<file path="config.mk">
export PLATFORM = sky130hd
export DESIGN_NAME = wb_seq_ctrl
export DESIGN_NICKNAME = d
export VERILOG_FILES = /design/src/rtl/wb_seq_ctrl.sv
export SDC_FILE = /design/constraint.sdc
export NUM_CORES = 1
export LEC_CHECK = 0
export CAP_MARGIN = 30
export CORE_MARGIN = 2
export CORE_UTILIZATION = 50
export CTS_CLUSTER_SIZE = 10
export DETAILED_ROUTE_END_ITERATION = 10
export PLACE_DENSITY = 0.91
export SLEW_MARGIN = 25
export SYNTH_ARGS = -nofsm -noshare
export SYNTH_HDL_FRONTEND = slang
export SYNTH_SLANG_ARGS = --single-unit
</file>
<file path="constraint.sdc">
create_clock -name clk -period 2.4 [get_ports clk]
set_input_delay 0.36 -clock clk [delete_from_list [all_inputs] [get_ports clk]]
set_output_delay 0.36 -clock clk [all_outputs]
set_load 0.01 [all_outputs]
</file>
<file path="src/rtl/wb_seq_ctrl.sv">
// wb_seq_ctrl: RV32I write-back stage sequencer.
// Commits one retiring instruction per handshake, drives the write-back mux
// select and register-file write port, and stalls execute while a load waits
// for its memory response (with timeout and flush abandonment).
module wb_seq_ctrl #(
    parameter int unsigned LOAD_TIMEOUT = 16,
    parameter int unsigned RET_W        = 32
) (
    input  logic             clk,
    input  logic             rst_n,
    input  logic             ex_valid,
    output logic             ex_ready,
    input  logic [1:0]       ex_wb_type,
    input  logic [4:0]       ex_rd,
    input  logic             ex_reg_write,
    input  logic             mem_rsp_valid,
    input  logic             flush,
    output logic [1:0]       rd_sel,
    output logic             rf_we,
    output logic [4:0]       rf_waddr,
    output logic             pend_valid,
    output logic [4:0]       pend_rd,
    output logic             load_err,
    output logic [RET_W-1:0] retired
);

    typedef enum logic {
        IDLE      = 1'b0,
        LOAD_WAIT = 1'b1
    } state_t;

    localparam logic [1:0] WB_LOAD = 2'b01;
    // Last counter value before the load is abandoned.
    localparam logic [7:0] TO_LAST = 8'(LOAD_TIMEOUT - 1);

    state_t           r_state;
    logic [7:0]       r_cnt;
    logic [4:0]       r_ld_rd;
    logic             r_ld_rw;
    logic [1:0]       r_rd_sel;
    logic             r_rf_we;
    logic [4:0]       r_rf_waddr;
    logic             r_pend_valid;
    logic [4:0]       r_pend_rd;
    logic             r_load_err;
    logic [RET_W-1:0] r_retired;

    logic w_ready;
    logic w_accept;
    logic w_ld_we;

    // Handshake: accept only in IDLE and never during a flush.
    always_comb begin
        w_ready  = (r_state == IDLE) && !flush;
        w_accept = ex_valid && w_ready;
        w_ld_we  = r_ld_rw && (r_ld_rd != 5'd0);
    end

    // Sequencer FSM with registered write-back outputs and load tracking.
    always_ff @(posedge clk or negedge rst_n) begin
        if (!rst_n) begin
            r_state      <= IDLE;
            r_cnt        <= '0;
            r_ld_rd      <= '0;
            r_ld_rw      <= 1'b0;
            r_rd_sel     <= '0;
            r_rf_we      <= 1'b0;
            r_rf_waddr   <= '0;
            r_pend_valid <= 1'b0;
            r_pend_rd    <= '0;
            r_load_err   <= 1'b0;
            r_retired    <= '0;
        end else begin
            r_rf_we    <= 1'b0;
            r_load_err <= 1'b0;
            case (r_state)
                IDLE: begin
                    if (w_accept) begin
                        r_ld_rd <= ex_rd;
                        r_ld_rw <= ex_reg_write;
                        if (ex_wb_type == WB_LOAD) begin
                            r_state      <= LOAD_WAIT;
                            r_cnt        <= '0;
                            r_pend_valid <= ex_reg_write && (ex_rd != 5'd0);
                            r_pend_rd    <= (ex_reg_write && (ex_rd != 5'd0)) ? ex_rd : 5'd0;
                        end else begin
                            r_rf_we    <= ex_reg_write && (ex_rd != 5'd0);
                            r_rd_sel   <= ex_wb_type;
                            r_rf_waddr <= ex_rd;
                            r_retired  <= r_retired + RET_W'(1);
                        end
                    end
                end
                LOAD_WAIT: begin
                    if (flush) begin
                        r_state      <= IDLE;
                        r_pend_valid <= 1'b0;
                        r_pend_rd    <= '0;
                    end else if (mem_rsp_valid) begin
                        r_state      <= IDLE;
                        r_pend_valid <= 1'b0;
                        r_pend_rd    <= '0;
                        r_rf_we      <= w_ld_we;
                        r_rd_sel     <= WB_LOAD;
                        r_rf_waddr   <= r_ld_rd;
                        r_retired    <= r_retired + RET_W'(1);
                    end else if (r_cnt == TO_LAST) begin
                        r_state      <= IDLE;
                        r_pend_valid <= 1'b0;
                        r_pend_rd    <= '0;
                        r_load_err   <= 1'b1;
                    end else begin
                        r_cnt <= r_cnt + 8'd1;
                    end
                end
                default: r_state <= IDLE;
            endcase
        end
    end

    // Output wiring.
    always_comb begin
        ex_ready   = w_ready;
        rd_sel     = r_rd_sel;
        rf_we      = r_rf_we;
        rf_waddr   = r_rf_waddr;
        pend_valid = r_pend_valid;
        pend_rd    = r_pend_rd;
        load_err   = r_load_err;
        retired    = r_retired;
    end

endmodule

</file>
**Yosys cells after proc, flatten, opt, wreduce, memory -nomap -nowiden**

Index checks and enable logic that the tools add are counted.

- Register bits after elaboration: 62
- Bits in latches: 0
- Memory bits (writable): 0
- ROM bits: 0
- Output and inout port bits: 48
- Memories: 0

- $add $sub $neg: 2
- $mul: 0
- Div/mod/pow operators: 0
- Magnitude comparators: 0
- Equal/unequal tests: 10
- Shift operators: 0
- Mux-type cells: 49
- Bitwise logic cells: 1
- Reduce and logical (&&, ||, !) cells: 11

Operators with widths:

| operator | count |
|---|---|
| two-way mux 32 bit | 4 |
| one-hot mux 32 bit (2 select lines) | 1 |
| two-way mux 5 bit | 10 |
| two-way mux 8 bit | 5 |
| adder 32 x 1 -> 32 bit, second input constant | 1 |
| one-hot mux 5 bit (2 select lines) | 2 |
| two-way mux 1 bit | 18 |
| one-hot mux 8 bit (2 select lines) | 1 |
| != test 2 bit, second input constant | 6 |
| nonzero test 5 bit | 2 |
| adder 8 x 1 -> 8 bit, second input constant | 1 |
| == test 8 x 4 -> 1 bit, second input constant | 1 |
| two-way mux 2 bit | 4 |
| one-hot mux 1 bit (2 select lines) | 3 |
| AND reduction 5 bit | 1 |
| logical AND 1 bit | 4 |
| != test 4 x 3 -> 1 bit, second input constant | 1 |
| one-hot mux 2 bit (2 select lines) | 1 |
| AND reduction 4 bit | 1 |
| AND reduction 3 bit | 1 |
| == test 2 x 1 -> 1 bit, second input constant | 1 |
| != test 2 x 1 -> 1 bit, second input constant | 1 |
| AND reduction 2 bit | 1 |
| zero test 1 bit | 1 |
| inverter 1 bit | 1 |

**Depth between registers and ports, before layout**

- Depth after elaboration: 6
- Gate-level depth with buffers: 7
- Depth with buffers taken out: 6

**Worst setup path after synthesis**

OpenSTA, ideal clock, no wires.

- Path type: reg-to-reg
- Start: register r_retired[0], in the netlist retired[0]
- End: register r_retired[30], in the netlist retired[30]
- Setup time: 0.125 ns
- Arrival: 1.684 ns
- Required time: 2.275 ns
- Slack: 0.591 ns
- Cell stages (with the launch flop): 7
- Path buffers: 0
- Clock period less this slack: 1.809 ns
- Cells stage by stage: dfrtp_1 -> ha_1 -> and4_1 -> nand4_1 -> nor4_2 -> nand4_1 -> xnor2_1

- Word-level cells in the longest chain between the ends: 4
- Elaborated cells on any way between the ends: 6

RTL lines:

| item | RTL line | RTL |
|---|---|---|
| start, declared | 46 | `logic [RET_W-1:0] r_retired;` |
| start signal, assigned | 90 | `r_retired <= r_retired + RET_W'(1);` |
| start signal, assigned | 106 | `r_retired <= r_retired + RET_W'(1);` |
| adder 32 x 1 -> 32 bit (*) | 90, 106 |  |
| two-way mux 32 bit (on tied branches) | 99, 81 |  |
| two-way mux 32 bit (on tied branches) | 95, 78 |  |
| one-hot mux 32 bit (2 select lines) (*) | 76 | `case (r_state)` |

Every way passes the cells marked *; elsewhere a longest branch is shown, timed or not. The select of a mux whose other input is x is not followed.
A chain may end at the register's enable or synchronous reset.

**Final worst setup path**

- Start: register r_state
- End: output ex_ready

- Word-level cells in the longest chain between the ends: 2

RTL lines:

| item | RTL line | RTL |
|---|---|---|
| start, declared | 36 | `state_t r_state;` |
| start signal, assigned | 62 | `r_state <= IDLE;` |
| start signal, assigned | 82 | `r_state <= LOAD_WAIT;` |
| start signal, assigned | 96 | `r_state <= IDLE;` |
| inverter 1 bit (no line) | - |  |
| logical AND 1 bit | 54 | `w_ready = (r_state == IDLE) && !flush;` |
| end, declared | 12 | `output logic ex_ready,` |

No other way between the ends.

==> metrics.txt <==
setup tns final 0 ps; cell area after layout 3730 um^2; Worst Tran Pin Value 685 ps; Clock Skew 7.54 ps; Max Cap Viol 0; Initial DRC Count 131; Total GRT Usage 21.8%; grt ovf 0; outcome complete, no violations; antenna diode count 0; Setup crit end kind output port; ys flop type dfrtp_1; routed via count 2,279; antenna viol nets, final 0; M2 GR Usage 36.4%; final wirelength 6300 um; initial antenna violation count 0; layout cell share with drive strength beyond 1 11.0%; met3 Usage GRT 6.25%; worst hold slack 29.6 ps; CP Buf/Inv Count 2; final hold vios 0; leading area contributor after synthesis dfrtp_1; die area 6240 um^2; Area Overhead vs Synth 32.7%; Max clock buf depth 2; Max-slew headroom 54.2%; clock root cell clkbuf_8; DR DRC count 0; Arr. time, crit path 1660 ps; Post-CTS Setup Repair Bufs 0; largest net degree at the start of global routing 36; cts hold-fix bufs 0; Seq/Total Area, Yosys 55.2%; Post-synth EDFFs 0; Setup crit start kind flip-flop; delay-heaviest family, CP buffers and inverters; CP max-delay cell clkdlybuf4s50_1; # rows 27; final setup fails 0; dominant cells by area after synthesis dfrtp_1, xnor2_1, nand2_1, and3_1, mux2_2; worst-skew pair later-pin latency 340 ps; CTS tree done; CTS buffer count 9; drt wl/cell 15.4 um; Power Density 685 nW/um^2; slowest cell delay on critical path 560 ps; FMAX 495 MHz; Die Span X 79.0 um; syn_area_per_cell 10.8 um^2; Worst Path Max Fanout 12; top cell types by occurrence after synthesis dfrtp_1, nand2_1, xnor2_1, and3_1, nand3_1; period utilisation layout 84.1%; first-pass GRT wire length 10,400 um; WS Path Type flip-flop to output port; FILL cells 414; YS warnings 0; critical-path cell list buf_4, nor2_1, clkdlybuf4s50_1; DIE HEIGHT 79.0 um; CP required 2040 ps; Max Slew Vio Count 0; DR vias/cell 5.57; post-synthesis cell type count 37; count leader, synth dfrtp_1; Worst-path clk slew 70 ps; min cycle time layout 2020 ps; cell count after synthesis 261; leakage power figure 1.64 nW; I/O Pins 61; met1 Use GR 26.8%; core area 5470 um^2; hold crit path type primary input to async pin; H-tree depth 3; Port Buffer Count 60; cts repair resizes 0; Synth top area share 55.2%; Layout Nets 347; Syn Std Cell Area 2810 um^2; Syn Nets 276; Async S/R FF share, synth 100%; worst vdd ir 0.618 mV; Final GP Congestion 0.793; Clock Sink Count 62; Reg2Reg Setup Slack 380 ps; Starting Density 51.4%; Initial DRT Pass Iterations 4; vias in the first global route 2,197; Post-DP HPWL 4480 um; GRT busiest layer met2; Post-DP Area 3540 um^2; Seq cells post-synth 62; unrepaired setup endpoints after global routing false
sequential cells by signal, indices dropped and copies added, names as in the netlist:
name        flops
load_err        1
r_ld_rd         5
rf_waddr        5
pend_valid      1
rf_we           1
r_ld_rw         1
rd_sel          2
pend_rd         5
r_cnt           8
retired        32
r_state         1
cell usage in the layout (no fill, tap or decap), drive strengths merged, types with 3 or more instances in the layout:
master and count:
clkdlybuf4s50 59, nor2 10, mux2i 5, clkbuf 10, o21ai 20, clkinvlp 3, mux2 7, buf 11
and3 18, nand3 15, nand2 33, and4 4, dfrtp 62, nand4 10, xor2 8, nor2b 3
a21oi 7, nor4 4, xnor2 25
layout make-up:
class | instances | area [um^2] | area share [%]
clock inverters | 6 | 62.6 | 1.68
inverters | 1 | 3.75 | 0.101
multi-input cells | 188 | 1210 | 32.5
repair buffers | 70 | 683 | 18.3
flip-flops and latches | 62 | 1550 | 41.6
clock buffers | 10 | 128 | 3.42
well taps | 72 | 90.1 | 2.42
cell families after synthesis:
kind of cell	count (synthesis)	synth area share, %
buf+inv	11	1.74
simple gates	110	21.3
xor+xnor	33	10.3
fa+ha+maj	2	0.890
flops	62	55.2
mux	12	4.58
compound gates	31	6.01
final timing paths:
check / from / to / depth (start not counted)
setup reg to reg: retired[0] / retired[18] / 5
setup / recovery: r_state / ex_ready / 3
min in group clk: retired[31] / retired[31] / 1
max in group asynchronous: rst_n / rd_sel[0] / 2
hold / removal: rst_n / retired[10] / 1
hold reg to reg: retired[31] / retired[31] / 1
per-layer routing:
layer	up-vias	routed length [um]	share of wire (%)
met5	-	0	0
met4	0	101	1.6
met3	12	330	5.2
met2	84	3170	50
met1	1122	2690	43
li1	1061	-	-
metrics by stage:
stage	power [mW]	utilization, %	setup slack, ps	instances
after detailed placement	1.68	64.7	71.6	393
after global placement	1.67	64.7	201	393
final	2.55	68.2	381	409
after CTS	2.57	68.2	358	409
after floorplan	1.42	-	591	261
after global routing	2.67	68.2	260	409
power by group:
group          internal, mW  switching (mW)
Sequential             1.15          0.0997
Clock                 0.475           0.414
Combinational         0.241           0.178
Total                  1.86           0.692
Power figures use the tool's default switching activity.
